**config.mk**
```make
export PLATFORM = sky130hd
export DESIGN_NAME = cdb_arbiter
export DESIGN_NICKNAME = d
export VERILOG_FILES = /design/src/rtl/cdb_arbiter_pkg.sv /design/src/rtl/cdb_arbiter_rr_pick.sv /design/src/rtl/cdb_arbiter.sv
export SDC_FILE = /design/constraint.sdc
export NUM_CORES = 1
export LEC_CHECK = 0
export CAP_MARGIN = 20
export CORE_MARGIN = 5
export CORE_UTILIZATION = 28
export CTS_BUF_LIST = sky130_fd_sc_hd__clkbuf_4 sky130_fd_sc_hd__clkbuf_8 sky130_fd_sc_hd__clkbuf_16
export DETAILED_ROUTE_END_ITERATION = 8
export PLACE_DENSITY = 0.83
export SYNTH_ARGS = -nofsm -noshare
export SYNTH_HDL_FRONTEND = slang
export SYNTH_SLANG_ARGS = --single-unit
```
**constraint.sdc**
```tcl
create_clock -name clk -period 3.1 [get_ports clk]
set_input_delay 0.31 -clock clk [delete_from_list [all_inputs] [get_ports clk]]
set_output_delay 0.31 -clock clk [all_outputs]
set_load 0.01 [all_outputs]
```
**src/rtl/cdb_arbiter_pkg.sv**
```systemverilog
// Shared CDB definitions: broadcast bus type, ROB tag width and per-file source counts.
package cdb_arbiter_pkg;

  localparam int ROB_WIDTH     = 5;
  localparam int CDB_N_SRC_GPR = 4;
  localparam int CDB_N_SRC_FPR = 3;

  typedef struct packed {
    logic                 valid;
    logic [ROB_WIDTH-1:0] tag;
    logic [31:0]          data;
  } cdb_t;

  // Wakeup test used by reservation stations snooping the bus.
  function automatic logic tag_match(input cdb_t bus, input logic [ROB_WIDTH-1:0] tag);
    return bus.valid && (bus.tag == tag);
  endfunction

endpackage

```
**src/rtl/cdb_arbiter_rr_pick.sv**
```systemverilog
// Rotating priority encoder: first set request at or above start, wrapping mod N_SRC.
module cdb_arbiter_rr_pick #(
  parameter int N_SRC = 4,
  parameter int SRC_W = $clog2(N_SRC)
) (
  input  logic [N_SRC-1:0] req,
  input  logic [SRC_W-1:0] start,
  output logic [N_SRC-1:0] gnt_onehot,
  output logic [SRC_W-1:0] gnt_idx,
  output logic             any
);

  logic [SRC_W:0]   w_sum;
  logic [SRC_W-1:0] w_idx;

  // NOTE: every output and temporary gets a default before the loop so no latch is inferred.
  always_comb begin
    gnt_onehot = '0;
    gnt_idx    = '0;
    any        = 1'b0;
    w_sum      = '0;
    w_idx      = '0;
    for (int k = 0; k < N_SRC; k++) begin
      // Explicit wrap instead of modulo keeps non-power-of-two N_SRC cheap.
      w_sum = {1'b0, start} + (SRC_W+1)'(k);
      if (w_sum >= (SRC_W+1)'(N_SRC)) w_sum = w_sum - (SRC_W+1)'(N_SRC);
      w_idx = w_sum[SRC_W-1:0];
      if (!any && req[w_idx]) begin
        any               = 1'b1;
        gnt_onehot[w_idx] = 1'b1;
        gnt_idx           = w_idx;
      end
    end
  end

endmodule

```
**src/rtl/cdb_arbiter.sv**
```systemverilog
// Round-robin CDB arbiter: grants one execution unit per cycle and broadcasts its
// result on the common data bus exactly one cycle after the handshake.
module cdb_arbiter
  import cdb_arbiter_pkg::*;
#(
  parameter int N_SRC = CDB_N_SRC_GPR,
  parameter int SRC_W = $clog2(N_SRC)
) (
  input  logic             clk,
  input  logic             reset,
  input  logic [N_SRC-1:0] req_valid,
  output logic [N_SRC-1:0] req_ready,
  input  cdb_t             src_result [N_SRC],
  input  logic             flush,
  output cdb_t             cdb
);

  logic [SRC_W-1:0] r_rr_ptr;
  logic [SRC_W-1:0] r_sel_q;
  logic             r_pend_q;

  logic [N_SRC-1:0] w_gnt_onehot;
  logic [SRC_W-1:0] w_gnt_idx;
  logic             w_any;
  logic             w_handshake;

  cdb_arbiter_rr_pick #(
    .N_SRC (N_SRC),
    .SRC_W (SRC_W)
  ) u_rr_pick (
    .req        (req_valid),
    .start      (r_rr_ptr),
    .gnt_onehot (w_gnt_onehot),
    .gnt_idx    (w_gnt_idx),
    .any        (w_any)
  );

  // Ready is gated by the async reset itself so no unit sees a grant while in reset.
  assign req_ready   = (reset && !flush) ? w_gnt_onehot : '0;
  assign w_handshake = reset && !flush && w_any;

  // NOTE: sequential state uses non-blocking assignments so all registers update together.
  always_ff @(posedge clk or negedge reset) begin
    if (!reset) begin
      r_rr_ptr <= '0;
      r_sel_q  <= '0;
      r_pend_q <= 1'b0;
    end else begin
      r_pend_q <= w_handshake;
      if (w_handshake) begin
        r_sel_q  <= w_gnt_idx;
        r_rr_ptr <= (w_gnt_idx == SRC_W'(N_SRC - 1)) ? '0 : w_gnt_idx + SRC_W'(1);
      end
    end
  end

  // Tag/data are zeroed when nothing is pending so the bus reads all-zero in reset.
  always_comb begin
    cdb       = '0;
    cdb.valid = r_pend_q && !flush;
    if (r_pend_q) begin
      cdb.tag  = src_result[r_sel_q].tag;
      cdb.data = src_result[r_sel_q].data;
    end
  end

  always @(posedge clk) begin
    if (reset) begin
      assert ($countones(req_ready) <= 1);
      assert ((req_ready & ~req_valid) == '0);
    end
  end

endmodule
```
==> run summary, run 1 <==
================================================================================
Status                                                              finished, final reports clean
Combinational family with the most area after synthesis             multiplexers
Top layer reached by signal wires                                           met4
Initial antenna violation count                                                0
Fraction of registers with async set/reset                                  100%
Clock slew at reported path FFs                                          0.04 ns
NumNets Final                                                                517
Worst Setup Slack post-DPL                                              0.205 ns
Sort of element at the end of the critical path                      output port
Final critical-path required period                                      2.70 ns
Worst IR drop on VDD                                                    0.470 mV
Avg WL per Cell                                                          19.8 um
Die area                                                               7950 um^2
Half-perimeter wire length after placement                               7240 um
Wire length on met3                                                       936 um
Max Buffers Root-to-Sink                                                       2
Post-synth EDFFs                                                               0
Sum of negative setup slack                                                 0 ns
Leading cell type in the layout, fill and taps excluded             sky130_fd_sc_hd__clkdlybuf4s50_1
Met2 layer wire length in the routed design                              4480 um
Setup slack of the critical path after layout                           0.397 ns
Maximum operating frequency                                              370 MHz
Initial cell density of the core                                           29.3%
Number of remaining DRC errors                                                 0
Register area share after synthesis                                        7.13%
Detailed-routing wirelength on met1                                      2820 um
Final Max Slew Viols                                                           0
Via density                                                                 5.15
Fraction of layout instances using a drive strength above 1                16.0%
Routability congestion estimate                                            0.828
Hold violation total from the final report                                     0
First-pass GRT wire length                                              11800 um
Share of the synthesized area in compound gates (AO/OA/AOI/OAI)            6.99%
Storage element area                                                    126 um^2
Via count of the routed design                                              2187
Count of warnings emitted by yosys                                             0
Cts-stage hold buffer count                                                    0
Critical path peak fanout                                                      7
Post-Place Cell Area                                                   3810 um^2
Number of inserted diodes                                                      0
Number of global-route vias before repair                                   2284
DR pass1 iterations                                                            4
Skew final                                                           0.000327 ns
Detailed Route Iter0 Violations                                               35
Worst-case headroom to the max-slew limit                                  60.8%
Clock buffer count from CTS                                                    3
Fraction of post-synthesis cell area in the top cell type by area          51.4%
Leakage power figure                                                  0.00149 uW
Mux cell area share after synthesis                                        54.0%
Startpoint-to-endpoint class of the critical path                     reg -> out
Critical Path RT                                                         2.79 ns
PortBufs                                                                     196
Synthesized flop and latch total                                               5
Chip Height                                                              89.2 um
Setup-violating endpoint count in the final report                             0
Arrival time at the worst endpoint                                       2.39 ns
Hold WC Path Type                                                    in -> async
Final-layout fill cell count                                                 474
Global-route usage over all layers                                         19.5%
Area inside the core boundary                                          5990 um^2
Area growth syn-to-layout                                                   122%
Final std cell area, no fill                                           3890 um^2
Post-synthesis instance total                                                156
Net count after synthesis                                                    322
Power Dens Cells                                                     508 nW/um^2
Total wire length after detailed routing                                 8400 um
Die Span X                                                               89.2 um
Top_reg_cell synth                                                  sky130_fd_sc_hd__dfrtp_1
Pin count of the biggest net entering global routing                          39
CTS Sinks                                                                      5
Std cell rows                                                                 28
Buffers inserted during post-CTS setup optimization                            0
Biggest area consumer among synthesized cells                       sky130_fd_sc_hd__mux4_2
Area fraction in and, or, nand and nor cells after synthesis               21.8%
Total area of multi-input combinational cells                          1570 um^2
Most frequent cells in the layout                                   sky130_fd_sc_hd__clkdlybuf4s50_1 (192), sky130_fd_sc_hd__mux4_2 (40), sky130_fd_sc_hd__and2_1 (39)
Post-Synth XOR/XNOR Area                                                  0.499%
Slew at the pin with the worst max-slew slack                           0.574 ns
Clock insertion delay at the later pin of the skew report                0.22 ns
Number of nets with antenna violations after routing                           0
Max cap viols                                                                  0
Worst Reg-to-Reg Cells                                                         8
Category of the worst setup path launch point                               flop
CTS tree                                                                   built
H-tree depth                                                                   1
Post-Synth Adder-Cell Area                                                 4.99%
Area contributors post-synth                                        sky130_fd_sc_hd__mux4_2 (51%), sky130_fd_sc_hd__and2_1 (14%), sky130_fd_sc_hd__dfrtp_1 (7.1%)
Post-synthesis area per instance                                       11.2 um^2
RSZ-0062 raised after global routing                                          no
Number of different library cells in the post-synthesis netlist               33
Root buffer cell                                                    sky130_fd_sc_hd__clkbuf_8
Netlist Area Pre-Place                                                 1750 um^2
IO Pins                                                                      201
Final cycle utilization of the critical path                               87.2%
Total global routing overflow                                                  0
================================================================================
stage by stage:
stage               cells  hold slack [ns]  total power (uW)  utilization (%)
floorplan             156           0.0144              1250                -
global placement      421            0.570              1790             63.7
detailed placement    421            0.584              1830             63.7
CTS                   425            0.349              1990             64.7
global route          425            0.365              2150             65.0
finish                425            0.340              1980             65.0
worst paths after layout:
kind | start | endpoint | slack [ns]
setup / recovery | flop | req_ready[3] | 0.40
hold / removal | reset | async pin | 0.34
setup reg to reg | flop | r_rr_ptr[1] | 0.72
hold reg to reg | flop | flop | 0.72
max in group asynchronous | reset | r_sel_q[0] | 2.52
min in group clk | flop | flop | 0.72
power by group:
group	internal, uW	switching, uW
Sequential	93.4	17.6
Combinational	1050	690
Clock	97.1	32.7
Total	1240	740
kinds of logic (layout without fill, tap and decap cells):
family,count (synthesis),in the layout
muxes,43,43
xor gates and xnor gates,1,1
and+or+nand+nor,66,66
adders and majority gates,7,7
buffers and inverters,17,211
DFF,5,5
AOI/OAI and AO/OA,17,17
Yosys cell counts (2+ instances only):
cell,number
sky130_fd_sc_hd__mux4_2,40
sky130_fd_sc_hd__and2_1,39
sky130_fd_sc_hd__nor2_1,10
sky130_fd_sc_hd__clkbuf_1,7
sky130_fd_sc_hd__ha_1,7
sky130_fd_sc_hd__dfrtp_1,5
sky130_fd_sc_hd__nand2_1,5
sky130_fd_sc_hd__a221oi_1,4
sky130_fd_sc_hd__a22oi_1,4
sky130_fd_sc_hd__buf_2,4
sky130_fd_sc_hd__inv_1,3
sky130_fd_sc_hd__nor2b_1,3
sky130_fd_sc_hd__a21oi_1,2
sky130_fd_sc_hd__mux2i_1,2
sky130_fd_sc_hd__o21a_1,2
sky130_fd_sc_hd__o21ai_0,2
final cells by class:
cell class              count  area share, %
clock buffers               4           1.25
inverters                   3          0.289
multi-input cells         134           40.3
flip-flops and latches      5           3.25
well taps                  75           2.41
repair buffers            204           52.5
layer usage:
layer	GRT usage, %	up-vias
li1	-	1005
met1	20.1	1049
met2	37.6	123
met3	5.62	10
met4	5.95	0
met5	0	-
critical path, stage by stage, from the launching register on:
cell and delay [ns]:
sky130_fd_sc_hd__dfrtp_1 0.34, sky130_fd_sc_hd__inv_1 0.11, sky130_fd_sc_hd__ha_4 0.33, sky130_fd_sc_hd__mux4_2 0.52, sky130_fd_sc_hd__buf_4 0.18, sky130_fd_sc_hd__a22oi_1 0.17, sky130_fd_sc_hd__nor2_1 0.06, sky130_fd_sc_hd__a221oi_1 0.21
sky130_fd_sc_hd__nor2_1 0.07, sky130_fd_sc_hd__dlymetal6s2s_1 0.17
timing repair:
| item | in CTS | in global routing |
|---|---|---|
| pin swaps | 0 | 0 |
| cloned | 0 | 0 |
| endpoints found under the setup margin | 4 | 4 |
| gates resized for setup | 2 | 5 |
Power figures use the tool's default switching activity.
==> inputs of run 2 (changes only) <==
--- a/config.mk
+++ b/config.mk
@@ -5,7 +5,8 @@
 export SDC_FILE = /design/constraint.sdc
 export NUM_CORES = 1
 export LEC_CHECK = 0
-export CAP_MARGIN = 20
+export ABC_AREA = 0
+export CAP_MARGIN = 40
 export CORE_MARGIN = 5
 export CORE_UTILIZATION = 28
 export CTS_BUF_LIST = sky130_fd_sc_hd__clkbuf_4 sky130_fd_sc_hd__clkbuf_8 sky130_fd_sc_hd__clkbuf_16
==> results of run 2 <==
Final layout, timing and power as in run 1 (identical DEF).
==> RTL edit 1: new RTL, settings of run 2 <==
Make the reset (`reset`) synchronous in one clocked block. Comments in the files are not updated.
--- a/src/rtl/cdb_arbiter.sv
+++ b/src/rtl/cdb_arbiter.sv
@@ -40,7 +40,7 @@
   assign w_handshake = reset && !flush && w_any;
 
   // NOTE: sequential state uses non-blocking assignments so all registers update together.
-  always_ff @(posedge clk or negedge reset) begin
+  always_ff @(posedge clk) begin
     if (!reset) begin
       r_rr_ptr <= '0;
       r_sel_q  <= '0;
Function: differs if reset is asserted again (counterexample within 4 cycles, from zero or initial values and one cycle with reset low); with reset held inactive, the same outputs for 10 cycles.
==> RTL edit 1 against run 2 <==
- synthesized area is 2.6% higher
- setup slack worse by 0.098 ns
- sequential share of layout area is 0.63 points lower
- routed wire length is 1.3% higher
- final area is 0.68% higher
- sequential cell count stayed put
- critical path type unchanged
Power is not compared: it rests on default switching activity, and its combinational part moved more than twofold at a synthesized area within 25%.
==> RTL edit 1: results <==
group,metric,value,unit
clock_network,cts_setup_buffers,0,
drt,wl_met3,632,µm
clock_network,clockBufferDepth,2,
timing,skew,0.003081,ns
global_routing,grt_start_max_net_pins,35,
global_routing,grt_util_met2,36.77,%
final_layout,final_nets,525,
critical_path,crit_slowest_cell,"a2111o_1",
synth,synth_flop_cell,"dfxtp_1",
synth,seq_area_frac_synth,5.563,%
worst_hold_path,hp-class,"flip-flop to flip-flop",
placed_design,placed_area,0.003867,mm²
synth,synth.area.top_cells,"mux4_2, and2_1, dfxtp_1",
drt,drt-initial-drc-count,63,
global_routing,use_met1,23.44,%
critical_path,crit_family,"compound AO/OA/AOI/OAI gates",
drt,wirelength,8.513,mm
final_layout,fillers,500,
global_routing,grt_use_total,20.22,%
placed_design,gp_congestion,0.8308,
placed_design,hpwl,7.401,mm
synth,async_flop_share,0,%
synth,synth_cell_type_count,36,
critical_path,worstPathMaxFanout,5,
final_layout,drive_gt1_share,16.20,%
global_routing,grt_antenna_before_repair,0,
drt,wl_met2,4.495,mm
drt,drt_first_pass_iters,4,
critical_path,slowest_delay,0.47,ns
timing,relSlewSlack,69.95,%
drt,num_vias,2262,
synth,synth_common_cells,"mux4_2, and2_1, a21oi_1, clkbuf_1, ha_1",
synth,syn_nets,331,
drt,wl_met1,3.162,mm
global_routing,grt_pass1_vias,2350,
status,status,"finished, final reports clean",
global_routing,grt_pass1_wl,13.25,mm
global_routing,met3_usage,4.674,%
==> RTL edit 1: cell count changes in the layout (fill, tap and decap cells not counted), sizes merged, moves of 3 or more <==
cell          change
a21oi             +5
a221oi            -4
a22o              +4
dfrtp             -5
dfxtp             +5
dlygate4sd2       +3
dlymetal6s2s      -3
nand2b            +3
nor2              -6
nor2b             -3
==> RTL edit 1: worst register-to-register path, delay by kind of cell (launching register included) <==
kind                     cells  cell delay (ns)
buffers and inverters        2             0.29
adder cells (fa/ha/maj)      1             0.35
flip-flops                   1             0.32
AND/OR/NAND/NOR              2             0.45
multiplexers                 1             0.51
AO/OA/AOI/OAI                2             0.20
==> RTL edit 1: stage by stage <==
step	worst slack, ns	hold slack, ns	cells	util, %	total power [W]
2_1_floorplan	0.3988	0.4317	165	-	0.0004708
3_5_place_dp	0.1974	0.5579	431	61.26	0.0008148
6_report	0.2992	0.5607	435	62.05	0.0009364
4_1_cts	0.02800	0.5642	435	62.01	0.0009495
5_1_grt	0.1657	0.6008	435	62.05	0.001009
3_3_place_gp	0.2500	0.5524	431	61.26	0.0008000
==> RTL edit 1: logic make-up (layout without fill, tap and decap cells) <==
| logic type | count (synthesis) | after routing | synth area share, % |
|---|---|---|---|
| AND/OR/NAND/NOR | 63 | 63 | 21.77 |
| AO/OA/AOI/OAI | 28 | 28 | 10.43 |
| multiplexers | 41 | 41 | 51.32 |
| flip-flops | 5 | 5 | 5.564 |
| XOR/XNOR | 1 | 1 | 0.4869 |
| adder cells (fa/ha/maj) | 7 | 7 | 4.868 |
| buffers and inverters | 20 | 213 | 5.563 |
==> RTL edit 1: timing repair <==
item                                    4_1_cts  5_1_grt
cloned                                        0        0
pin swaps                                     0        0
hold buffers                                  0        0
endpoints found under the setup margin        4        1
endpoints found under the hold margin         0        0
gates resized for setup                       4        1
==> RTL edit 1: layout make-up <==
type	count	area, µm²	share of cell area [%]
inverters	4	15.01	0.3833
flip-flops and latches	5	102.6	2.619
clock buffers	4	48.80	1.246
multi-input cells	140	1602	40.88
well taps	77	96.34	2.459
repair buffers	205	2053	52.41
==> RTL edit 1: path summary, 6_finish.rpt <==
check,from,to,slack (ns),depth (start not counted)
worst min-delay path,r_sel_q[0],r_sel_q[0],0.56,2
worst max-delay path,flip-flop,req_ready[0],0.30,8
worst min register to register,r_sel_q[0],r_sel_q[0],0.56,2
worst max register to register,flip-flop,r_rr_ptr[1],0.86,8
==> RTL edit 1: power by group <==
| part | leakage (nW) | switching (W) | internal [W] |
|---|---|---|---|
| clock | 0.0262 | 0.0000328 | 0.0000971 |
| sequential | 0.0420 | 0.0000159 | 0.0000734 |
| combinational | 1.33 | 0.000250 | 0.000467 |
| total | 1.39 | 0.000299 | 0.000637 |
==> RTL edit 2: new RTL, settings of run 2 <==
Without the edit above. Change the package constant `ROB_WIDTH` from 5 to 7.
--- a/src/rtl/cdb_arbiter_pkg.sv
+++ b/src/rtl/cdb_arbiter_pkg.sv
@@ -1,7 +1,7 @@
 // Shared CDB definitions: broadcast bus type, ROB tag width and per-file source counts.
 package cdb_arbiter_pkg;
 
-  localparam int ROB_WIDTH     = 5;
+  localparam int ROB_WIDTH     = 7;
   localparam int CDB_N_SRC_GPR = 4;
   localparam int CDB_N_SRC_FPR = 3;
 
Interface: changed (resized cdb and src_result); port bits go from 201 to 211. The function was not compared with the original's and may differ.
==> RTL edit 2 against run 2 <==
- synthesized area up 6.3%
- sequential cell count unchanged
- sequential share of layout area decreased by 0.17 points
- count of clock-buffer cells in the layout did not move
- routed wire length up 9.8%
- cell count up 4.7%
- critical path depth stayed put
- combinational power increased by 16%
- final area grew 5.6%
- maximum frequency is 2.9% lower
- total power increased by 15%
- setup slack got worse by 0.081 ns
- non-clock buffer count grew 15
- critical path type unchanged
==> RTL edit 2: results <==
group,metric,value,unit
status,status,"finished, final reports clean",
placed_design,hpwl,8.041,mm
final_layout,stdcell_area,0.004109,mm²
global_routing,grt_start_max_net_pins,23,
critical_path,ff2ff_path_depth,8,
critical_path,critPathArrivalTime,2.47,ns
critical_path,slowest_delay,0.61,ns
critical_path,worstPathMaxFanout,5,
timing,skew,0.003649,ns
final_layout,inverters,5,
placed_design,gp_congestion,0.8350,
critical_path,regToRegSetupSlack,0.58,ns
drt,wirelength,9.225,mm
synth,synth_mux_area_share,55.94,%
synth,synth.area.top_cells,"mux4_2, and2_1, dfrtp_1",
final_layout,drive_gt1_share,18.21,%
clock_network,numCtsBuffers,3,
drt,num_vias,2306,
pwr,vdd_ir_drop_max,0.4759,mV
final_layout,clock_area_share,1.188,%
timing,holdWs,0.3244,ns
timing,relSlewSlack,67.24,%
synth,seq_area_frac_synth,6.707,%
synth,synth_common_cells,"mux4_2, and2_1, a21oi_1, clkbuf_1, ha_1",
placed_design,placed_area,0.003999,mm²
drt,drt-initial-drc-count,61,
global_routing,grt_use_total,20.73,%
synth,post_synth_fa_ha_maj_area_fraction,4.695,%
final_layout,seq_area_share,3.076,%
pwr,leakagePower,1.588,nW
final_layout,multi_input_cells,135,
final_layout,fillers,513,
global_routing,grt_pass1_wl,13.61,mm
final_layout,final_nets,543,
synth,syn_nets,336,
final_layout,multi_input_area_share,40.13,%
placed_design,port_buffers,206,
final_layout,buffer_area_share,52.80,%
floorplan,die_area,0.008395,mm²
synth,synth-compound-area-share,7.646,%
synth,synth_cell_type_count,30,
clock_network,clockBufferDepth,2,
synth,yosys.area_share.xor_xnor,0.4695,%
-- RTL edit 2: changes by cell type after synthesis, sizes merged, moves of 3 or more --
cell,change
a22oi,-3
a22o,+4
mux2i,+4
a21oi,+5
nor2,-5
-- RTL edit 2: how the worst max path moves through the flow --
| stage | startpoint | endpoint |
|---|---|---|
| 2_1_floorplan | flip-flop | req_ready[0] |
| 3_3_place_gp | flip-flop | req_ready[2] |
| 3_5_place_dp | flip-flop | req_ready[2] |
| 4_1_cts | flip-flop | req_ready[2] |
| 5_1_grt | flip-flop | req_ready[0] |
| 6_report | flip-flop | req_ready[2] |
-- RTL edit 2: metrics by stage --
step	std cells	setup slack (ns)
after floorplan	162	0.3230
after global placement	438	0.09408
after detailed placement	438	-0.01839
after CTS	443	0.03164
after global routing	445	0.1867
final	445	0.3161
-- RTL edit 2: where the power goes --
| part | internal [W] | switching [W] |
|---|---|---|
| Combinational | 0.00121 | 0.000814 |
| Clock | 0.0000971 | 0.0000337 |
| Sequential | 0.0000951 | 0.0000263 |
| Total | 0.00140 | 0.000874 |
-- RTL edit 2: per-layer routing --
layer	track usage [%]	share of wire, %	vias up
met5	0	0	-
met4	6.533	2.9	0
met3	5.237	9.0	22
met2	39.26	54	123
met1	22.42	34	1106
li1	-	-	1055
-- RTL edit 2: timing repair --
item | in CTS | in global routing
gates resized for setup | 4 | 5
buffers inserted | 1 | 2
setup endpoints to repair | 4 | 4
-- RTL edit 2: cells by family after synthesis --
kind of cell               after synthesis
adders and majority gates                7
DFF                                      5
muxes                                   50
xor gates and xnor gates                 1
buffers and inverters                   22
AOI/OAI and AO/OA                       21
and+or+nand+nor                         56
